--- config.mk ---
export PLATFORM = sky130hd
export DESIGN_NAME = player_action_scheduler
export DESIGN_NICKNAME = d
export VERILOG_FILES = /design/src/rtl/player_action_scheduler.sv
export SDC_FILE = /design/constraint.sdc
export NUM_CORES = 1
export LEC_CHECK = 0
export ABC_AREA = 1
export ABC_CLOCK_PERIOD_IN_PS = 1910
export CAP_MARGIN = 20
export CORE_MARGIN = 2
export CORE_UTILIZATION = 52
export CTS_CLUSTER_DIAMETER = 80
export DETAILED_ROUTE_END_ITERATION = 16
export PLACE_DENSITY = 0.76
export REMOVE_ABC_BUFFERS = 1
export SLEW_MARGIN = 5
export SYNTH_ARGS = -nofsm -noshare
export SYNTH_HDL_FRONTEND = slang
export SYNTH_SLANG_ARGS = --single-unit
--- constraint.sdc ---
create_clock -name clk_game -period 1.91 [get_ports clk_game]
set_input_delay 0.2865 -clock clk_game [delete_from_list [all_inputs] [get_ports clk_game]]
set_output_delay 0.2865 -clock clk_game [all_outputs]
set_load 0.01 [all_outputs]
--- src/rtl/player_action_scheduler.sv ---
// Two-player action sequencer: attack FSMs, paced moves, round-robin hit/clash arbitration, hit-stagger.
// Optional feature macro ATTACK_BUFFER_EN: 1-deep per-player attack buffer latched during RECOVER.
module player_action_scheduler #(
  parameter int WINDUP_CYC  = 4,
  parameter int ACTIVE_CYC  = 3,
  parameter int RECOVER_CYC = 6,
  parameter int MOVE_PERIOD = 2,
  parameter int CNT_W       = 4
) (
  input  logic       clk_game,
  input  logic       reset,
  input  logic       p1_left,
  input  logic       p1_right,
  input  logic       p1_attack,
  input  logic       p2_left,
  input  logic       p2_right,
  input  logic       p2_attack,
  input  logic       in_range,
  input  logic       freeze,
  output logic       p1_move_l,
  output logic       p1_move_r,
  output logic       p2_move_l,
  output logic       p2_move_r,
  output logic [1:0] p1_state,
  output logic [1:0] p2_state,
  output logic       p1_hit,
  output logic       p2_hit,
  output logic       clash
);

  typedef enum logic [1:0] {
    IDLE    = 2'd0,
    WINDUP  = 2'd1,
    ACTIVE  = 2'd2,
    RECOVER = 2'd3
  } state_t;

  localparam logic [CNT_W-1:0] WINDUP_LAST  = CNT_W'(WINDUP_CYC - 1);
  localparam logic [CNT_W-1:0] ACTIVE_LAST  = CNT_W'(ACTIVE_CYC - 1);
  localparam logic [CNT_W-1:0] RECOVER_LAST = CNT_W'(RECOVER_CYC - 1);
  localparam logic [CNT_W-1:0] MOVE_LAST    = CNT_W'(MOVE_PERIOD - 1);

  state_t           st        [2];
  logic [CNT_W-1:0] phase_cnt [2];
  logic [CNT_W-1:0] move_cnt  [2];
  logic [1:0]       move_dir  [2];  // {left,right} direction currently being paced
  logic [1:0]       hit_done;
  logic [1:0]       prev_attack;
  logic [1:0]       hit_q;
  logic [1:0]       move_l_q;
  logic [1:0]       move_r_q;
  logic             clash_q;
  logic             prio;           // 0: P1 wins the next clash, 1: P2

  logic [1:0]       attack;
  logic [1:0]       left;
  logic [1:0]       right;
  logic [1:0]       atk_edge;
  logic [1:0]       start_req;
  logic [1:0]       elig;
  logic [1:0]       win;
  logic [1:0]       stagger;
  logic [1:0]       move_ok;
  logic [1:0]       move_fire;
  logic [1:0]       dir       [2];
  logic [CNT_W-1:0] move_base [2];
  logic [CNT_W-1:0] move_next [2];

  assign attack   = {p2_attack, p1_attack};
  assign left     = {p2_left, p1_left};
  assign right    = {p2_right, p1_right};
  assign atk_edge = attack & ~prev_attack;

`ifdef ATTACK_BUFFER_EN
  logic [1:0] atk_buf;
  assign start_req = atk_edge | atk_buf;
`else
  assign start_req = atk_edge;
`endif

  always_comb begin
    for (int i = 0; i < 2; i++) begin
      elig[i] = (st[i] == ACTIVE) && in_range && !hit_done[i] && !freeze;
    end
    win[0]     = elig[0] & (~elig[1] | ~prio);
    win[1]     = elig[1] & (~elig[0] | prio);
    stagger[0] = win[1] && (st[0] == WINDUP);
    stagger[1] = win[0] && (st[1] == WINDUP);
    // A change of held direction restarts pacing so the new direction pulses at once.
    for (int i = 0; i < 2; i++) begin
      dir[i]       = {left[i] & ~right[i], right[i] & ~left[i]};
      move_ok[i]   = (st[i] == IDLE) && !freeze && (dir[i] != 2'b00);
      move_base[i] = (move_ok[i] && dir[i] == move_dir[i]) ? move_cnt[i] : '0;
      move_fire[i] = move_ok[i] && (move_base[i] == '0);
      move_next[i] = (!move_ok[i] || move_base[i] == MOVE_LAST) ? '0 : move_base[i] + CNT_W'(1);
    end
  end

  always_ff @(posedge clk_game or posedge reset) begin
    if (reset) begin
      for (int i = 0; i < 2; i++) begin
        st[i]        <= IDLE;
        phase_cnt[i] <= '0;
        move_cnt[i]  <= '0;
        move_dir[i]  <= 2'b00;
      end
      hit_done    <= 2'b00;
      prev_attack <= 2'b11;
      hit_q       <= 2'b00;
      move_l_q    <= 2'b00;
      move_r_q    <= 2'b00;
      clash_q     <= 1'b0;
      prio        <= 1'b0;
`ifdef ATTACK_BUFFER_EN
      atk_buf     <= 2'b00;
`endif
    end else begin
      prev_attack <= attack;
      if (freeze) begin
        for (int i = 0; i < 2; i++) begin
          st[i]        <= IDLE;
          phase_cnt[i] <= '0;
          move_cnt[i]  <= '0;
          move_dir[i]  <= 2'b00;
        end
        hit_done <= 2'b00;
        hit_q    <= 2'b00;
        move_l_q <= 2'b00;
        move_r_q <= 2'b00;
        clash_q  <= 1'b0;
`ifdef ATTACK_BUFFER_EN
        atk_buf  <= 2'b00;
`endif
      end else begin
        hit_q   <= win;
        clash_q <= &elig;
        if (&elig) prio <= ~prio;
        for (int i = 0; i < 2; i++) begin
          move_l_q[i] <= move_fire[i] & dir[i][1];
          move_r_q[i] <= move_fire[i] & dir[i][0];
          move_cnt[i] <= move_next[i];
          move_dir[i] <= move_ok[i] ? dir[i] : 2'b00;
          if (win[i] || (&elig)) hit_done[i] <= 1'b1;
`ifdef ATTACK_BUFFER_EN
          if (st[i] == IDLE) atk_buf[i] <= 1'b0;
          else if (st[i] == RECOVER && atk_edge[i]) atk_buf[i] <= 1'b1;
`endif
          case (st[i])
            IDLE: begin
              if (start_req[i]) begin
                st[i]        <= WINDUP;
                phase_cnt[i] <= '0;
                hit_done[i]  <= 1'b0;
              end
            end
            WINDUP: begin
              if (stagger[i]) begin
                st[i]        <= RECOVER;
                phase_cnt[i] <= '0;
              end else if (phase_cnt[i] == WINDUP_LAST) begin
                st[i]        <= ACTIVE;
                phase_cnt[i] <= '0;
              end else begin
                phase_cnt[i] <= phase_cnt[i] + CNT_W'(1);
              end
            end
            ACTIVE: begin
              if (phase_cnt[i] == ACTIVE_LAST) begin
                st[i]        <= RECOVER;
                phase_cnt[i] <= '0;
              end else begin
                phase_cnt[i] <= phase_cnt[i] + CNT_W'(1);
              end
            end
            RECOVER: begin
              if (phase_cnt[i] == RECOVER_LAST) begin
                st[i]        <= IDLE;
                phase_cnt[i] <= '0;
              end else begin
                phase_cnt[i] <= phase_cnt[i] + CNT_W'(1);
              end
            end
            default: st[i] <= IDLE;
          endcase
        end
      end
    end
  end

  assign p1_state  = st[0];
  assign p2_state  = st[1];
  assign p1_hit    = hit_q[0];
  assign p2_hit    = hit_q[1];
  assign clash     = clash_q;
  assign p1_move_l = move_l_q[0];
  assign p1_move_r = move_r_q[0];
  assign p2_move_l = move_l_q[1];
  assign p2_move_r = move_r_q[1];

endmodule
==> out/qor.yml, run 1 <==
grt_max_degree: 37
worstReg2RegStart: "p1_state[0]"
clk_pin_slew_ns: 0.07
synth_area_leaders: "dfrtp_1, ha_1, nand2_1"
internal_power_uw: 1671
drive_gt1_share_pct: 23.17
globalplace.congestion: 0.8443
grt_pass1_vias: 1778
power_density_mw_per_mm2: 905.1
cts_sinks: 36
maxCapViolCount: 0
whs_ns: 0.4097
overflow: 0
vias_per_cell: 4.849
pwr-share-clk_pct: 21.3
seqCellArea_um2: 903.4
grt_first_pass_wirelength_mm: 7.624
startpoint_type: "primary input"
multi_input_area_mm2: 0.001206
fin_crit_sh_pct: 96.60
reg2reg_depth: 12
timing_hold_violations_final: 0
syn_inst: 280
vdd_drop_max_mv: 0.7717
drv_slew: 0
yosysWarningCount: 0
die_h_um: 70.00
comb_power_share_pct: 44.8
timing_worst_slew_pin_value_ns: 0.4475
hpwlAfterDp_mm: 3.228
antenna_found_initial: 0
r2r-end: "move_cnt[6]"
syn_avg_cell_area_um2: 8.088
dr.pass1.iters: 5
finClkSkew_ns: 0.002805
numPortBuffers: 20
core_area_mm2: 0.004086
path_class: "primary input to flip-flop"
die_x_um: 70.00
synth_enable_flop_cells: 0
yosys.area.top_type: "dfrtp_1"
cp.arrival_ns: 2.07
rows: 23
cts-htree-levels: 2
p_seq_share_pct: 33.9
synth_top_flop_cell: "dfrtp_1"
setup-violations-final: 0
synth_top_area_share_pct: 37.57
synth_common_cells: "nand2_1, inv_1, dfrtp_1, ha_1, nor2_1"
clock_latency_ns: 0.29
status: "complete, no violations"
dieArea_mm2: 0.004899
cts_buffers: 5
p_leak_uw: 0.001613
switching_share_pct: 37.54
drc: 0
clk_path_buf_depth: 2
synth_seq_cells: 36
start_util_pct: 55.42
yosysMostFrequentCell: "nand2_1"
drt_wl_total_mm: 4.553
fmax_ghz: 0.5420
slew-limit-headroom_pct: 70.17
p_total_uw: 2676
cts_tree: "yes"
num-fill-cells: 306
root_buffer: "clkbuf_8"
synth_area_mm2: 0.002265
track_usage_pct: 19.51
avgRoutedWirePerCell_um: 11.64
switching_power_uw: 1005
worstSetupEndpointType: "flip-flop"
vias: 1896
syn_to_final_growth_pct: 30.55
worstPathMaxFanout: 3
hp-class: "primary input to async pin"
finalCriticalPeriod_ns: 1.845
nNetsFinal: 376
ant_nets: 0
utilization_pct: 72.35
ys_seq_area_share_pct: 39.89
async_flop_share_pct: 100.0
pin_count: 21
drt-initial-drc-count: 95
r2r_slack_ns: 0.09
synth_cell_types: 30
diodes: 0
worstPathRequired_ns: 2.14
how the worst max path moves through the flow:
| stage | start | endpoint | slack (ns) |
|---|---|---|---|
| 4_1_cts | p1_left | move_cnt[6] | 0.02 |
| 6_report | p2_right | move_cnt[0] | 0.06 |
| 3_5_place_dp | p1_left | move_cnt[5] | -0.39 |
| 3_3_place_gp | p1_left | move_cnt[5] | -0.31 |
| 2_1_floorplan | p1_state[0] | move_cnt[5] | -0.05 |
| 5_1_grt | p2_right | move_cnt[0] | -0.01 |
state kept, by name, indices dropped and copies added (netlist names):
register	cells
p1_state	2
p2_state	2
move_dir	4
phase_cnt	8
prio	1
prev_attack	2
hit_done	2
hit_q	2
move_l_q	2
move_r_q	2
move_cnt	8
clash	1
timing repair:
action	4_1_cts	5_1_grt
endpoints found under the setup margin	7	15
pin swaps	0	7
hold buffers	0	0
gates resized for setup	5	25
setup buffers	1	4
hold endpoints to repair	0	0
worst max-delay path, cell delays in order:
cell and delay (ns):
clkdlybuf4s50_1 0.49, inv_1 0.05, ha_2 0.19, xor2_2 0.19, nor2_4 0.14, nand2_4 0.08
nor2_4 0.13, inv_1 0.07, ha_1 0.19, nand2_1 0.07, nand2_2 0.07, nor2_2 0.10
stage by stage:
step                      setup TNS [ns]  setup WS (ns)  cells  area [µm²]
after floorplan                 -0.06079       -0.05237    279        2253
after global placement            -3.400        -0.3083    378        2734
after detailed placement          -4.206        -0.3919    378        2734
after CTS                              0        0.01653    387        2849
after global routing            -0.04621       -0.01184    391        2957
final                                  0        0.06485    391        2957
cells by family after synthesis:
family,count (synthesis),synth area share (%)
flip-flops,36,39.89
AO/OA/AOI/OAI,19,5.249
XOR/XNOR,9,3.481
adder cells (fa/ha/maj),26,14.36
AND/OR/NAND/NOR,128,26.41
buffers and inverters,62,10.61
cell usage in the layout, fill, tap and decap left out, drive strengths merged:
cell,instances
nand2,70
inv,60
dfrtp,34
buf,34
nor2,27
ha,26
nand3,20
clkdlybuf4s50,17
a21oi,7
xor2,7
clkbuf,6
nand4,4
nor3,4
o211ai,3
o21ai,3
dlymetal6s2s,3
clkinv,3
nand3b,2
xnor2,2
o221ai,2
dfstp,2
a21boi,2
and2,1
a31oi,1
o21bai,1
final cells by class:
class	instances	share of cell area (%)
Multi-Input combinational cell	182	40.80
Timing Repair Buffer	54	15.66
Sequential cell	36	30.55
Clock inverter	2	0.3386
Inverter	61	7.744
Tap cell	50	2.116
Clock buffer	6	2.793
power groups by stage:
stage	Sequential [µW]	Combinational (µW)	Clock (µW)
after floorplan	959	619	0
after global placement	913	1090	0
after detailed placement	915	1120	0
after CTS	901	1140	588
after global routing	917	1340	618
final	907	1200	571
metal layers:
layer	up-vias	GRT usage [%]	part of all wire, %
met4	0	7.051	1.6
met1	873	25.46	47
li1	980	-	-
met3	7	4.329	3.6
met2	36	31.85	47
met5	-	0	0
Note: power is estimated with default switching activity, not from simulation.
==> inputs of run 2 (changes only) <==
--- a/config.mk
+++ b/config.mk
@@ -11,10 +11,10 @@
 export CORE_MARGIN = 2
 export CORE_UTILIZATION = 52
 export CTS_CLUSTER_DIAMETER = 80
+export CTS_CLUSTER_SIZE = 16
 export DETAILED_ROUTE_END_ITERATION = 16
 export PLACE_DENSITY = 0.76
 export REMOVE_ABC_BUFFERS = 1
-export SLEW_MARGIN = 5
 export SYNTH_ARGS = -nofsm -noshare
 export SYNTH_HDL_FRONTEND = slang
 export SYNTH_SLANG_ARGS = --single-unit
==> results of run 2 <==
No change in the layout: final DEF, timing and power equal those of run 1.
==> RTL change, RTL diff (settings of run 1) <==
Set the parameter `CNT_W` to 6 (it was 4).
--- a/src/rtl/player_action_scheduler.sv
+++ b/src/rtl/player_action_scheduler.sv
@@ -5,7 +5,7 @@
   parameter int ACTIVE_CYC  = 3,
   parameter int RECOVER_CYC = 6,
   parameter int MOVE_PERIOD = 2,
-  parameter int CNT_W       = 4
+  parameter int CNT_W       = 6
 ) (
   input  logic       clk_game,
   input  logic       reset,
Check against the original RTL: no difference found for any inputs over 10 cycles, from zero or initial values and one cycle with reset high; that may be too few to reach the edited logic, so the function may still have changed.
==> RTL change against run 1 <==
Power increased by 17%. Worst setup slack improved by 52 ps. Sequential cell count increased by 8. Wire length increased by 16%. Sequential share of layout area increased by 1.3 points. Sequential power increased by 20%. Core utilization decreased by 4.9 points. Non-clock buffer count decreased by 1. Area after synthesis increased by 23%. Final area increased by 17%. Global-route usage decreased by 0.57 points. Highest routed layer unchanged.
==> RTL change: results (changes against run 1) <==
[pwr]
p_seq_frac=0.349  ; was 0.339
clkPwrFrac=0.237  ; was 0.213
leakage_nw=1.813  ; was 1.613 nW
ir_drop_v=0.0006007  ; was 0.0007717 V
clk-power_mw=0.740  ; was 0.571 mW

[route]
drt_wl_total_um=5299  ; was 4553 µm
drtPass1Iterations=4  ; was 5
vias=2249  ; was 1,896

[global_routing]
track_usage=0.1894  ; was 0.1951
grt_pass1_vias=2107  ; was 1,778
grt_first_pass_wirelength_um=9149  ; was 7624 µm

[cells_and_area]
drive_gt1_frac=0.2103  ; was 0.2317
top_regs=move_cnt (12), phase_cnt (12), move_dir (4)  ; was move_cnt (8), phase_cnt (8), move_dir (4)
fin_cells=460  ; was 391
nFillCells=440  ; was 306
final_nets=425  ; was 376

[sta]
slew_headroom=0.6340  ; was 0.7017
final.min_clock_period_ps=1793  ; was 1845 ps
skew_ps=11.14  ; was 2.805 ps
whs_ps=256.7  ; was 409.7 ps

[clocking]
clk_pin_slew_ps=90  ; was 70 ps

[place]
postPlaceCellArea_um2=3298  ; was 2734 µm²
hpwl_um=4024  ; was 3228 µm
dp_cells=451  ; was 378
gp_congestion=0.8469  ; was 0.8443

[run_status]
outcome=finished, final reports clean  ; unchanged

[yosys]
syn_inst=332  ; was 280
yosysSeqAreaShare=0.3962  ; was 0.3989
synth_commonest_cells=72 x nand2_1, 60 x inv_1, 42 x dfrtp_1  ; was 65 x nand2_1, 59 x inv_1, 34 x dfrtp_1, 26 x ha_1, 21 x nor2_1

[worst_setup_path]
cp_max_fo=4  ; was 3

==> RTL change: final timing paths <==
path	start	depth (start not counted)	end
setup reg to reg	p1_state[0]	11	move_cnt[8]
hold reg to reg	hit_done[0]	2	hit_done[0]
max in group asynchronous	reset	3	prev_attack[0]
hold / removal	reset	2	move_r_q[0]
setup / recovery	p1_state[0]	11	move_cnt[8]
min in group clk_game	p2_attack	1	prev_attack[1]
==> RTL change: layer usage <==
layer,up-vias,GRT usage,wire (µm)
met2,37,0.3217,2633
met5,-,0,0
met3,6,0.03529,151
met1,1052,0.2428,2445
li1,1154,-,-
met4,0,0.06250,70
==> RTL change: kinds of logic (layout without fill, tap and decap cells) <==
| kind of cell | count (synthesis) | after routing | synth area share |
|---|---|---|---|
| AND/OR/NAND/NOR | 157 | 157 | 0.2920 |
| AO/OA/AOI/OAI | 27 | 27 | 0.05706 |
| XOR/XNOR | 12 | 12 | 0.04043 |
| adder cells (fa/ha/maj) | 26 | 26 | 0.1168 |
| buffers and inverters | 66 | 124 | 0.09748 |
| flip-flops | 44 | 44 | 0.3962 |
==> RTL change: area by class of cell <==
class,count,area (µm²),share of cell area
clock buffers,5,68.82,0.01984
clock inverters,3,46.29,0.01335
repair buffers,53,465.4,0.1342
flip-flops and latches,44,1104,0.3182
well taps,70,87.58,0.02525
inverters,63,244.0,0.07035
multi-input cells,222,1453,0.4188
==> RTL change: critical path, cell delays in order, from the launching register on <==
cell,delay (ps)
dfrtp_1,380
inv_1,130
ha_2,260
nand3_4,120
nor2_8,160
nand2_4,60
inv_2,60
nand2_2,70
ha_1,210
nand3_1,100
nand2_2,80
nor2_2,100
==> RTL change: what timing repair did <==
item,CTS,global route
setup buffers,0,1
setup endpoints to repair,3,13
pin swaps,1,6
cloned,0,0
resized for setup,3,14
hold endpoints to repair,0,0
